===== src/rtl/mem_access_ctrl.sv =====
// -----------------------------------------------------------------------------
// mem_access_ctrl
//
// MEM-stage data-memory access controller. It turns a load/store held by the
// MEM stage into a req/ack bus transaction and raises mem_stall_req while the
// access is outstanding. Load data comes back aligned and sign/zero extended.
//
// Ports
//   clk, rst_n          : clock (rising edge), asynchronous active-low reset
//   mem_en/we/size/     : access from the MEM stage (size 11 behaves as word)
//   mem_signed/addr/wdata
//   bus_req/we/addr/    : request side of the data bus; bus_req is held until
//   bus_be/bus_wdata      bus_ack or until the timeout abort
//   bus_ack/bus_rdata   : one-cycle completion pulse and the read word
//   mem_stall_req       : freeze request to the stall controller
//   mem_rdata           : last captured load result (0 for stores / aborts)
//   mem_done            : access completes this cycle
//   addr_err            : misaligned access (combinational, never issued)
//   bus_err             : timeout abort, valid together with mem_done
// -----------------------------------------------------------------------------
module mem_access_ctrl #(
    parameter int TIMEOUT_CYCLES = 64,
    parameter int CNT_W          = 7
) (
    input  logic        clk,
    input  logic        rst_n,
    input  logic        mem_en,
    input  logic        mem_we,
    input  logic [1:0]  mem_size,
    input  logic        mem_signed,
    input  logic [31:0] mem_addr,
    input  logic [31:0] mem_wdata,
    output logic        bus_req,
    output logic        bus_we,
    output logic [31:0] bus_addr,
    output logic [3:0]  bus_be,
    output logic [31:0] bus_wdata,
    input  logic        bus_ack,
    input  logic [31:0] bus_rdata,
    output logic        mem_stall_req,
    output logic [31:0] mem_rdata,
    output logic        mem_done,
    output logic        addr_err,
    output logic        bus_err
);

    typedef enum logic [1:0] {
        S_IDLE = 2'd0,
        S_REQ  = 2'd1,
        S_DONE = 2'd2
    } state_t;

    state_t           r_state;
    state_t           w_state_next;
    logic [CNT_W-1:0] r_cnt;
    logic [CNT_W-1:0] w_cnt_next;

    // Registered copy of the access so the load extract does not depend on
    // the MEM-stage inputs staying stable through REQ.
    logic             r_bus_we;
    logic [31:0]      r_bus_addr;
    logic [3:0]       r_bus_be;
    logic [31:0]      r_bus_wdata;
    logic [1:0]       r_addr_lo;
    logic [1:0]       r_size;
    logic             r_signed;
    logic [31:0]      r_rdata;
    logic             r_bus_err;

    logic             w_is_half;
    logic             w_is_word;
    logic             w_addr_err;
    logic             w_accept;
    logic             w_timeout;
    logic             w_capture;
    logic             w_cap_err;
    logic [3:0]       w_be;
    logic [31:0]      w_wdata;
    logic [31:0]      w_shifted;
    logic [31:0]      w_load;

    // ------------------------------------------------------------------
    // Access decode
    // ------------------------------------------------------------------
    assign w_is_half  = (mem_size == 2'b01);
    assign w_is_word  = mem_size[1];             // 10 and 11 are both word
    assign w_addr_err = mem_en & ((w_is_half & mem_addr[0]) |
                                  (w_is_word & (mem_addr[1:0] != 2'b00)));
    assign w_accept   = mem_en & ~w_addr_err;
    assign w_timeout  = (r_cnt == CNT_W'(TIMEOUT_CYCLES - 1));

    always_comb begin
        w_be    = 4'b1111;
        w_wdata = mem_wdata;
        if (mem_size == 2'b00) begin
            w_be    = 4'b0001 << mem_addr[1:0];
            w_wdata = {4{mem_wdata[7:0]}};
        end else if (w_is_half) begin
            w_be    = mem_addr[1] ? 4'b1100 : 4'b0011;
            w_wdata = {2{mem_wdata[15:0]}};
        end
    end

    // Load extract: bring the addressed lane down to bit 0, then extend.
    assign w_shifted = bus_rdata >> {r_addr_lo, 3'b000};

    always_comb begin
        w_load = w_shifted;
        if (r_size == 2'b00) begin
            w_load = {{24{r_signed & w_shifted[7]}}, w_shifted[7:0]};
        end else if (r_size == 2'b01) begin
            w_load = {{16{r_signed & w_shifted[15]}}, w_shifted[15:0]};
        end
    end

    // ------------------------------------------------------------------
    // FSM: state register
    // ------------------------------------------------------------------
    always_ff @(posedge clk or negedge rst_n) begin
        if (!rst_n) begin
            r_state <= S_IDLE;
            r_cnt   <= '0;
        end else begin
            r_state <= w_state_next;
            r_cnt   <= w_cnt_next;
        end
    end

    // ------------------------------------------------------------------
    // FSM: next state and outputs
    // ------------------------------------------------------------------
    always_comb begin
        w_state_next  = r_state;
        w_cnt_next    = r_cnt;
        w_capture     = 1'b0;
        w_cap_err     = 1'b0;
        bus_req       = 1'b0;
        mem_stall_req = 1'b0;
        mem_done      = 1'b0;
        bus_err       = 1'b0;
        case (r_state)
            S_IDLE: begin
                // Stall in the same cycle so MEM/EX hold the inputs for us.
                mem_stall_req = w_accept;
                if (w_accept) begin
                    w_state_next = S_REQ;
                    w_cnt_next   = '0;
                end
            end
            S_REQ: begin
                bus_req       = 1'b1;
                mem_stall_req = 1'b1;
                w_cnt_next    = r_cnt + CNT_W'(1);
                // Ack wins over a timeout landing on the same cycle.
                if (bus_ack) begin
                    w_state_next = S_DONE;
                    w_capture    = 1'b1;
                end else if (w_timeout) begin
                    w_state_next = S_DONE;
                    w_capture    = 1'b1;
                    w_cap_err    = 1'b1;
                end
            end
            S_DONE: begin
                mem_done     = 1'b1;
                bus_err      = r_bus_err;
                w_state_next = S_IDLE;
            end
            default: begin
                w_state_next = S_IDLE;
            end
        endcase
    end

    // ------------------------------------------------------------------
    // Bus request registers and result register
    // ------------------------------------------------------------------
    always_ff @(posedge clk or negedge rst_n) begin
        if (!rst_n) begin
            r_bus_we    <= 1'b0;
            r_bus_addr  <= '0;
            r_bus_be    <= '0;
            r_bus_wdata <= '0;
            r_addr_lo   <= '0;
            r_size      <= '0;
            r_signed    <= 1'b0;
            r_rdata     <= '0;
            r_bus_err   <= 1'b0;
        end else begin
            if (r_state == S_IDLE && w_accept) begin
                r_bus_we    <= mem_we;
                r_bus_addr  <= {mem_addr[31:2], 2'b00};
                r_bus_be    <= w_be;
                r_bus_wdata <= w_wdata;
                r_addr_lo   <= mem_addr[1:0];
                r_size      <= mem_size;
                r_signed    <= mem_signed;
            end
            if (w_capture) begin
                r_rdata   <= (w_cap_err || r_bus_we) ? 32'h0 : w_load;
                r_bus_err <= w_cap_err;
            end
        end
    end

    assign bus_we    = r_bus_we;
    assign bus_addr  = r_bus_addr;
    assign bus_be    = r_bus_be;
    assign bus_wdata = r_bus_wdata;
    assign mem_rdata = r_rdata;
    assign addr_err  = w_addr_err;

endmodule

===== config.mk =====
export PLATFORM = sky130hd
export DESIGN_NAME = mem_access_ctrl
export DESIGN_NICKNAME = d
export VERILOG_FILES = /design/src/rtl/mem_access_ctrl.sv
export SDC_FILE = /design/constraint.sdc
export NUM_CORES = 1
export LEC_CHECK = 0
export CAP_MARGIN = 20
export CORE_UTILIZATION = 30
export DETAILED_ROUTE_END_ITERATION = 12
export PLACE_DENSITY_LB_ADDON = 0.25
export SYNTH_ARGS = -nofsm -noshare
export SYNTH_HDL_FRONTEND = slang
export SYNTH_SLANG_ARGS = --single-unit

===== constraint.sdc =====
create_clock -name clk -period 2.2 [get_ports clk]
set_clock_uncertainty 0.05 [all_clocks]
set_input_delay 0.44 -clock clk [delete_from_list [all_inputs] [get_ports clk]]
set_output_delay 0.44 -clock clk [all_outputs]
set_load 0.05 [all_outputs]

# --- Word level (Yosys, flattened, before mapping) ---
# Index checks and enable logic that the tools add are counted.
classes:
  n_addsub: 1
  n_eq_ne: 7
  shifts: 2
  mux: 23
  bitwise_logic: 8
  n_reduce_logical: 9
ops:
  columns: ["operator", "n"]
  rows:
  - ["$mux W32", 5]
  - ["$shr A32 B5 Y32", 1]
  - ["$pmux W7 S2", 1]
  - ["$mux W4", 3]
  - ["$mux W1", 8]
  - ["$add A7 B1 Y7 const B", 1]
  - ["$eq A7 B6 Y1 const B", 1]
  - ["$mux W7", 1]
  - ["$and A1 B1 Y1", 6]
  - ["$eq A2 B1 Y1 const B", 3]
  - ["$logic_not A2 Y1", 3]
  - ["$mux W2", 3]
  - ["$pmux W2 S2", 1]
  - ["$reduce_and A2 Y1", 2]
  - ["$reduce_bool A2 Y1", 2]
  - ["$shl A1 B2 Y4 const A", 1]
  - ["$ne A3 B3 Y1 const B", 1]
  - ["$eq A2 B2 Y1 const B", 1]
  - ["$ne A2 B2 Y1 const B", 1]
  - ["$pmux W1 S2", 1]
  - ["$logic_and A1 B1 Y1", 1]
  - ["$logic_or A1 B1 Y1", 1]
  - ["$not A1 Y1", 1]
  - ["$or A1 B1 Y1", 1]
totals:
  ff_bits: 114
  in_bits: 104

# --- Longest topological paths before layout ---
# Gate-level depths: netlist (run 1).
depth:
  depth_word: 8
  depth_mapped: 8

# --- Least setup slack after synthesis (run 1) ---
# No wires, ideal clock.
synth_path:
  kind: "input to output"
  from: "input port mem_size[1]"
  to: "output port addr_err"
  arrival_ps: 1900
  required_time_ps: 1710
  slack_ps: -190
  stages: 3
  cell_sequence: "buf_2 > nor2_4 > nor3b_1"
synth_via:
  elab_chain_len: 4
synth_rtl:
  columns: ["item", "line", "text"]
  rows:
  - ["from (decl)", "29", "input logic [1:0] mem_size,"]
  - ["$eq A2 B1 Y1", "85", "assign w_is_half = (mem_size == 2'b01);"]
  - ["$and A1 B1 Y1", "87", "assign w_addr_err = mem_en & ((w_is_half & mem_addr[0]) |"]
  - ["$or A1 B1 Y1 (*)", "87", null]
  - ["$and A1 B1 Y1 (*)", "87", null]
  - ["to (decl)", "43", "output logic addr_err,"]
# Mark *: on every way between the ends. The rest lies on a longest branch, timed or not.

# --- Worst setup path after layout (run 1) ---
layout_path:
  from: "register r_state[0]"
  to: "output port mem_stall_req"
layout_via:
  elab_chain_len: 2
layout_rtl:
  columns: ["item", "line", "text"]
  rows:
  - ["from (decl)", "53", "state_t r_state;"]
  - ["from (signal assigned)", "124", "r_state <= w_state_next;"]
  - ["$eq A2 B1 Y1 / $logic_not A2 Y1 (equally long branches)", "141", "case (r_state)"]
  - ["$pmux W1 S2 (*)", "141", null]
  - ["to (decl)", "40", "output logic mem_stall_req,"]
# Marked as above.

==> impl_metrics.py, run 1 <==
metrics = {
    "hold_path": {
        "hold_depth": 2,
        "hp-class": "reg -> reg",
    },
    "power": {
        "ir_drop_v": 0.000690,
        "swShare_pct": 43.5,
        "pwr-share-seq_pct": 28.7,
        "finalPower_w": 0.0114,
        "pwr-share-clk_pct": 20.8,
        "p_sw_w": 0.00498,
        "powerDensity_nw_per_um2": 1370,
        "p_int_w": 0.00645,
        "p_leak_nw": 3.57,
        "combPwrFrac_pct": 50.4,
    },
    "cts": {
        "cts.sinks": 114,
        "h-tree-depth": 4,
        "cts-root-buf": "clkbuf_16",
        "cts.reportedPaths.clkPinSlew_ns": 0.05,
        "clock_path_buffers": 2,
        "cts_tree": "done",
        "cts_buffers": 17,
        "worstSkewPairLatency_ns": 0.40,
    },
    "synth": {
        "async_flop_share_pct": 100,
        "syn_inst": 458,
        "synth.yosys.seq_area_share_pct": 53.6,
        "synth.distinct_cells": 40,
        "yosysWarnings": 0,
        "synth_edf_count": 0,
        "synth.most_common_cell": "dfrtp_1",
        "synth_area_um2": 5320,
        "synth_top_area_share_pct": 53.6,
        "syn_avg_cell_area_um2": 11.6,
        "ys_seq_elements": 114,
        "synth_ff_type": "dfrtp_1",
        "synth_common_cells": "114 x dfrtp_1, 51 x nand2_1, 49 x mux2_2",
        "yosys.area.top_type": "dfrtp_1",
        "ys_top_cells_by_area": "dfrtp_1 54%, mux2_2 10%, mux2i_1 6.8%",
    },
    "detailed_routing": {
        "wl_per_cell_um": 16.8,
        "drc": 0,
        "drtIter0Drc": 252,
        "wl_um": 15400,
        "dr.pass1.iters": 4,
        "viasPerCell": 4.87,
        "vias": 4481,
        "ant_nets": 0,
    },
    "setup_path": {
        "critPathArrivalTime_ns": 1.64,
        "r2r.worst_path.cells": 5,
        "worstSetupPathType": "reg -> out",
        "path_max_fanout": 3,
        "crit_path_end_kind": "output port",
        "cp_data_required_time_ns": 1.71,
        "crit_path_start_kind": "register",
    },
    "global_routing": {
        "antenna_found_initial": 1,
        "gr-usage-all-layers_pct": 17.4,
        "grt_max_degree": 49,
        "grt_pass1_vias": 4538,
        "grt_overflow": 0,
        "grt_first_pass_wirelength_um": 24400,
    },
    "sta": {
        "hold_violations": 0,
        "setup_viol": 0,
        "finalCritPeriodShare_pct": 96.6,
        "final.setup.worst_slack_ns": 0.0737,
        "rsz0062_at_grt": "false",
        "fin_tns_setup_ns": 0,
        "fmax_ghz": 0.470,
        "tightest_slew_ns": 0.583,
        "fin_crit_ns": 2.13,
        "maxSlewViolCount": 0,
        "whs_ns": 0.430,
        "max_slew_margin_pct": 61.0,
    },
    "floorplan": {
        "initial_utilization_pct": 30.7,
        "core_um2": 17300,
        "io_pins": 210,
        "die_h_um": 135,
        "fp.dieW_um": 135,
        "die_area_um2": 18300,
        "num_rows": 48,
    },
    "cells_and_area": {
        "nets": 788,
        "diodes": 0,
        "fin_util_pct": 48.2,
        "drive_above_1_share_pct": 18.4,
        "area_growth_syn_to_layout_pct": 56.7,
    },
    "run_status": {
        "run_status": "complete, no violations",
    },
    "place": {
        "hpwlAfterDp_um": 11300,
        "portBuffers": 207,
        "gp_congestion": 0.780,
        "dp_slack_ns": -0.266,
    },
    "run": {
        "drv_cap": 0,
    },
}
## per-stage QoR
step / cell area (um2) / std cells
3_3_place_gp: 7780 / 887
5_1_grt: 8330 / 920
6_report: 8330 / 920
4_1_cts: 8330 / 920
3_5_place_dp: 7780 / 887
2_1_floorplan: 5330 / 459
## metal layers
metal / part of all wire, % / wire (um) / up-vias / track usage, %
li1: - / - / 2104 / -
met5: 0.084 / 13 / - / 0
met2: 46 / 7180 / 189 / 27.0
met4: 1.6 / 240 / 2 / 7.12
met1: 44 / 6810 / 2165 / 22.6
met3: 7.8 / 1210 / 21 / 5.39
## sequential cells by signal, indices dropped and copies added (netlist names)
register   count
bus_wdata     32
mem_rdata     32
bus_addr      30
r_cnt          7
bus_be         4
r_addr_lo      2
r_size         2
r_state        2
bus_we         1
r_bus_err      1
r_signed       1
## worst paths after layout
| kind | start | slack [ns] | endpoint |
|---|---|---|---|
| worst max-delay path | r_state[0]$_DFFE_PN0P_ | 0.07 | mem_stall_req |
| worst min-delay path | bus_be[1]$_DFFE_PN0P_ | 0.43 | bus_be[1]$_DFFE_PN0P_ |
| worst max register to register | r_state[0]$_DFFE_PN0P_ | 0.14 | bus_wdata[19]$_DFFE_PN0P_ |
| worst min register to register | bus_be[1]$_DFFE_PN0P_ | 0.43 | bus_be[1]$_DFFE_PN0P_ |
| max in group asynchronous | rst_n | 0.96 | mem_rdata[2]$_DFFE_PN0P_ |
| min in group asynchronous | rst_n | 0.51 | r_size[1]$_DFFE_PN0P_ |
## layout make-up
class                      instances  area (um2)
clock buffer                      25         475
clock inverter                     6        32.5
fill                            1568        8970
inverter                           5        18.8
multi-input combinational        306        2280
sequential                       114        2850
tap                              225         282
timing repair buffer             239        2390
## placed cells by master, fill, tap and decap left out, drive strengths merged
cell type      netlist  layout
clkdlybuf4s50        0     197
or3b                 1       1
nor3                 1       1
nor2                18      18
o2bb2ai              8       8
nand3b               1       1
a211o                2       2
conb                 1       2
or2                  1       1
nor4b                1       1
a221o                7       7
a221oi               2       2
a21boi               1       1
buf                 20      39
a21oi               21      21
a21o                 1       1
dlygate4sd3          0       1
mux2i               36      36
nor2b                4       4
nand4                3       3
mux2                51      51
clkinv               0       5
inv                  5       5
ha                   1       1
a31oi                1       1
clkinvlp             0       1
nand2               51      51
nand2b               3       3
dlygate4sd2          0       2
a22o                25      25
o31ai                2       2
clkbuf              14      25
nand3                1       1
o21bai               2       2
and3                 1       1
nor3b               10      10
dfrtp              114     114
o21ai               46      46
and2                 2       2
## cell families (layout without fill, tap and decap cells)
family | count (synthesis) | count (layout) | share of synthesized area [%]
AOI/OAI and AO/OA | 118 | 118 | 14.9
DFF | 114 | 114 | 53.6
buffers and inverters | 39 | 275 | 4.31
and+or+nand+nor | 98 | 98 | 9.11
other | 1 | 2 | 0.0705
adders and majority gates | 1 | 1 | 0.235
muxes | 87 | 87 | 17.7
## power by group through the flow
stage	Sequential, W	Combinational [W]	Clock [W]
6_report	0.00329	0.00577	0.00238
4_1_cts	0.00329	0.00581	0.00245
5_1_grt	0.00338	0.00605	0.00254
2_1_floorplan	0.00561	0.00137	0
3_3_place_gp	0.00329	0.00574	0
3_5_place_dp	0.00331	0.00577	0
## what timing repair did
| item | 4_1_cts | 5_1_grt |
|---|---|---|
| hold buffers | 1 | 0 |
| endpoints found under the setup margin | 2 | 0 |
| gates resized for setup | 8 | 0 |
| endpoints found under the hold margin | 31 | 0 |
| setup buffers | 1 | 0 |
## worst max-delay path, cell delays in order (launching register included)
cell	delay, ns
dfrtp_1	0.39
or3b_4	0.42
o21bai_4	0.19
nand2_4	0.09
buf_8	0.14
(Power assumes the default switching activity.)
==> run 2: changes to the inputs <==
- CORE_UTILIZATION: 30 -> 63
- DONT_BUFFER_PORTS: unset -> 1
- HOLD_SLACK_MARGIN: unset -> 0.12
==> impl_metrics.py, run 2 (synthesized netlist as in run 1, its figures left out) <==
metrics = {
    "setup_path": {
        "crit_path_start_kind": "register",
        "path_max_fanout": 3,
        "cp_data_required_time_ns": 1.71,
        "critPathSlowestCell": "or3b_4",
        "crit_path_end_kind": "output port",
        "worstSetupPathType": "reg -> out",
        "critPathArrivalTime_ns": 1.72,
        "critPathMaxStageDelay_ns": 0.40,
        "r2r_slack_ns": 0.19,
        "path_cells": "or3b_4, o21bai_4, nand2_2, buf_12",
    },
    "cells_and_area": {
        "diodes": 0,
        "fin_util_pct": 83.9,
        "finalNonFillerCells": 662,
        "n_fill_cell": 441,
        "drive_above_1_share_pct": 21.2,
        "final_common_cell": "dfrtp_1",
        "nets": 649,
        "layout_common_cells": "114 x dfrtp_1, 78 x dlygate4sd3_1, 50 x nand2_1, 49 x mux2_2, 45 x o21ai_0",
        "area_growth_syn_to_layout_pct": 29.0,
    },
    "floorplan": {
        "io_pins": 210,
        "die_area_um2": 8810,
        "num_rows": 33,
        "fp.dieW_um": 93.9,
        "die_h_um": 93.9,
        "core_um2": 8180,
        "initial_utilization_pct": 65.0,
    },
    "cts": {
        "hold_buffers": 78,
        "cts-root-buf": "clkbuf_8",
        "clock_path_buffers": 2,
        "cts_tree": "done",
        "cts.sinks": 114,
        "worstSkewPairLatency_ns": 0.51,
        "h-tree-depth": 4,
        "cts_buffers": 17,
        "cts.reportedPaths.clkPinSlew_ns": 0.06,
    },
    "detailed_routing": {
        "drc": 0,
        "vias": 4194,
        "ant_nets": 0,
        "wl_um": 15200,
        "dr.pass1.iters": 5,
        "drtIter0Drc": 237,
        "wl_per_cell_um": 22.9,
        "viasPerCell": 6.34,
    },
    "place": {
        "portBuffers": 0,
        "hpwlAfterDp_um": 8730,
        "gp_congestion": 0.839,
        "dp_cells": 548,
    },
    "sta": {
        "final.setup.worst_slack_ns": -0.00939,
        "hold_violations": 114,
        "tightest_slew_ns": 0.651,
        "rsz0062_at_grt": "true",
        "fin_tns_setup_ns": -0.00939,
        "finalCritPeriodShare_pct": 100,
        "fin_crit_ns": 2.21,
        "whs_ns": -0.424,
        "max_slew_margin_pct": 56.5,
        "fmax_ghz": 0.453,
        "maxSlewViolCount": 0,
        "setup_viol": 1,
    },
    "global_routing": {
        "grt_pass1_vias": 4505,
        "grt_first_pass_wirelength_um": 23400,
        "grt_max_degree": 115,
        "grt_overflow": 0,
        "antenna_found_initial": 0,
        "gr-usage-all-layers_pct": 35.7,
    },
    "hold_path": {
        "hp-class": "in -> async",
    },
    "run_status": {
        "run_status": "finished with violations",
        "violations": "negative hold slack, negative setup slack",
    },
    "power": {
        "powerDensity_nw_per_um2": 1530,
        "p_leak_nw": 3.05,
        "ir_drop_v": 0.000850,
    },
    "run": {
        "drv_cap": 0,
    },
}
==> run 2: changes by cell type in the layout (fill, tap and decap cells not counted), sizes merged <==
cell | previous run | this run
clkinvlp | 1 | 3
inv | 5 | 9
clkinv | 5 | 3
dlygate4sd2 | 2 | 0
bufinv | 0 | 3
dlygate4sd3 | 1 | 78
clkdlybuf4s50 | 197 | 0
buf | 39 | 22
clkbuf | 25 | 19
==> run 2: worst paths after layout <==
check,startpoint,end,depth (start not counted)
worst max register to register,r_state[1]$_DFFE_PN0P_,r_size[1]$_DFFE_PN0P_,5
worst min register to register,r_cnt[5]$_DFFE_PN0P_,r_cnt[5]$_DFFE_PN0P_,1
worst min-delay path,rst_n,mem_rdata[23]$_DFFE_PN0P_,0
max in group asynchronous,rst_n,r_cnt[6]$_DFFE_PN0P_,0
worst max-delay path,r_state[1]$_DFFE_PN0P_,mem_stall_req,4
min in group clk,mem_wdata[23],bus_wdata[23]$_DFFE_PN0P_,2
==> run 2: report_power, final <==
part	leakage, nW	switching, W	internal, W
Clock	0.292	0.00104	0.00180
Combinational	1.34	0.000881	0.000959
Sequential	1.42	0.00304	0.00278
==> run 2: area by class of cell <==
class                           instances  area (um2)  area share, %
Inverter                                5        18.8          0.274
Multi-Input combinational cell        306        2270           33.1
Tap cell                              105         131           1.92
Sequential cell                       114        2850           41.6
Clock buffer                           19         442           6.44
Timing Repair Buffer                  100         971           14.2
Clock inverter                         13         174           2.54
==> run 2: worst max-delay path: cells and delay by family (launching register included) <==
family / cells / cell delay, ns
AOI/OAI and AO/OA: 1 / 0.19
and+or+nand+nor: 2 / 0.50
buffers and inverters: 1 / 0.14
DFF: 1 / 0.38
==> run 2: what timing repair did <==
item,4_1_cts,5_1_grt
gates resized for setup,2,0
hold endpoints to repair,188,114
pin swaps,2,0
setup buffers,4,0
setup endpoints to repair,1,1
==> run 2: stage by stage <==
stage / total power [W] / instance area [um2] / setup WS (ns)
4_1_cts: 0.0104 / 6860 / -0.00492
3_5_place_dp: 0.00745 / 5430 / 0.286
5_1_grt: 0.0108 / 6860 / -0.0524
6_report: 0.0105 / 6860 / -0.00939
2_1_floorplan: 0.00699 / 5330 / 0.0286
3_3_place_gp: 0.00734 / 5430 / 0.344
==> run 2: metal layers <==
metal / vias up / part of all wire, % / global-route usage (%) / wire length, um
li1: 1822 / - / - / -
met1: 2049 / 35 / 39.1 / 5300
met2: 278 / 51 / 61.3 / 7730
met3: 45 / 11 / 13.1 / 1620
met4: 0 / 3.3 / 16.9 / 501
met5: - / 0 / 0 / 0
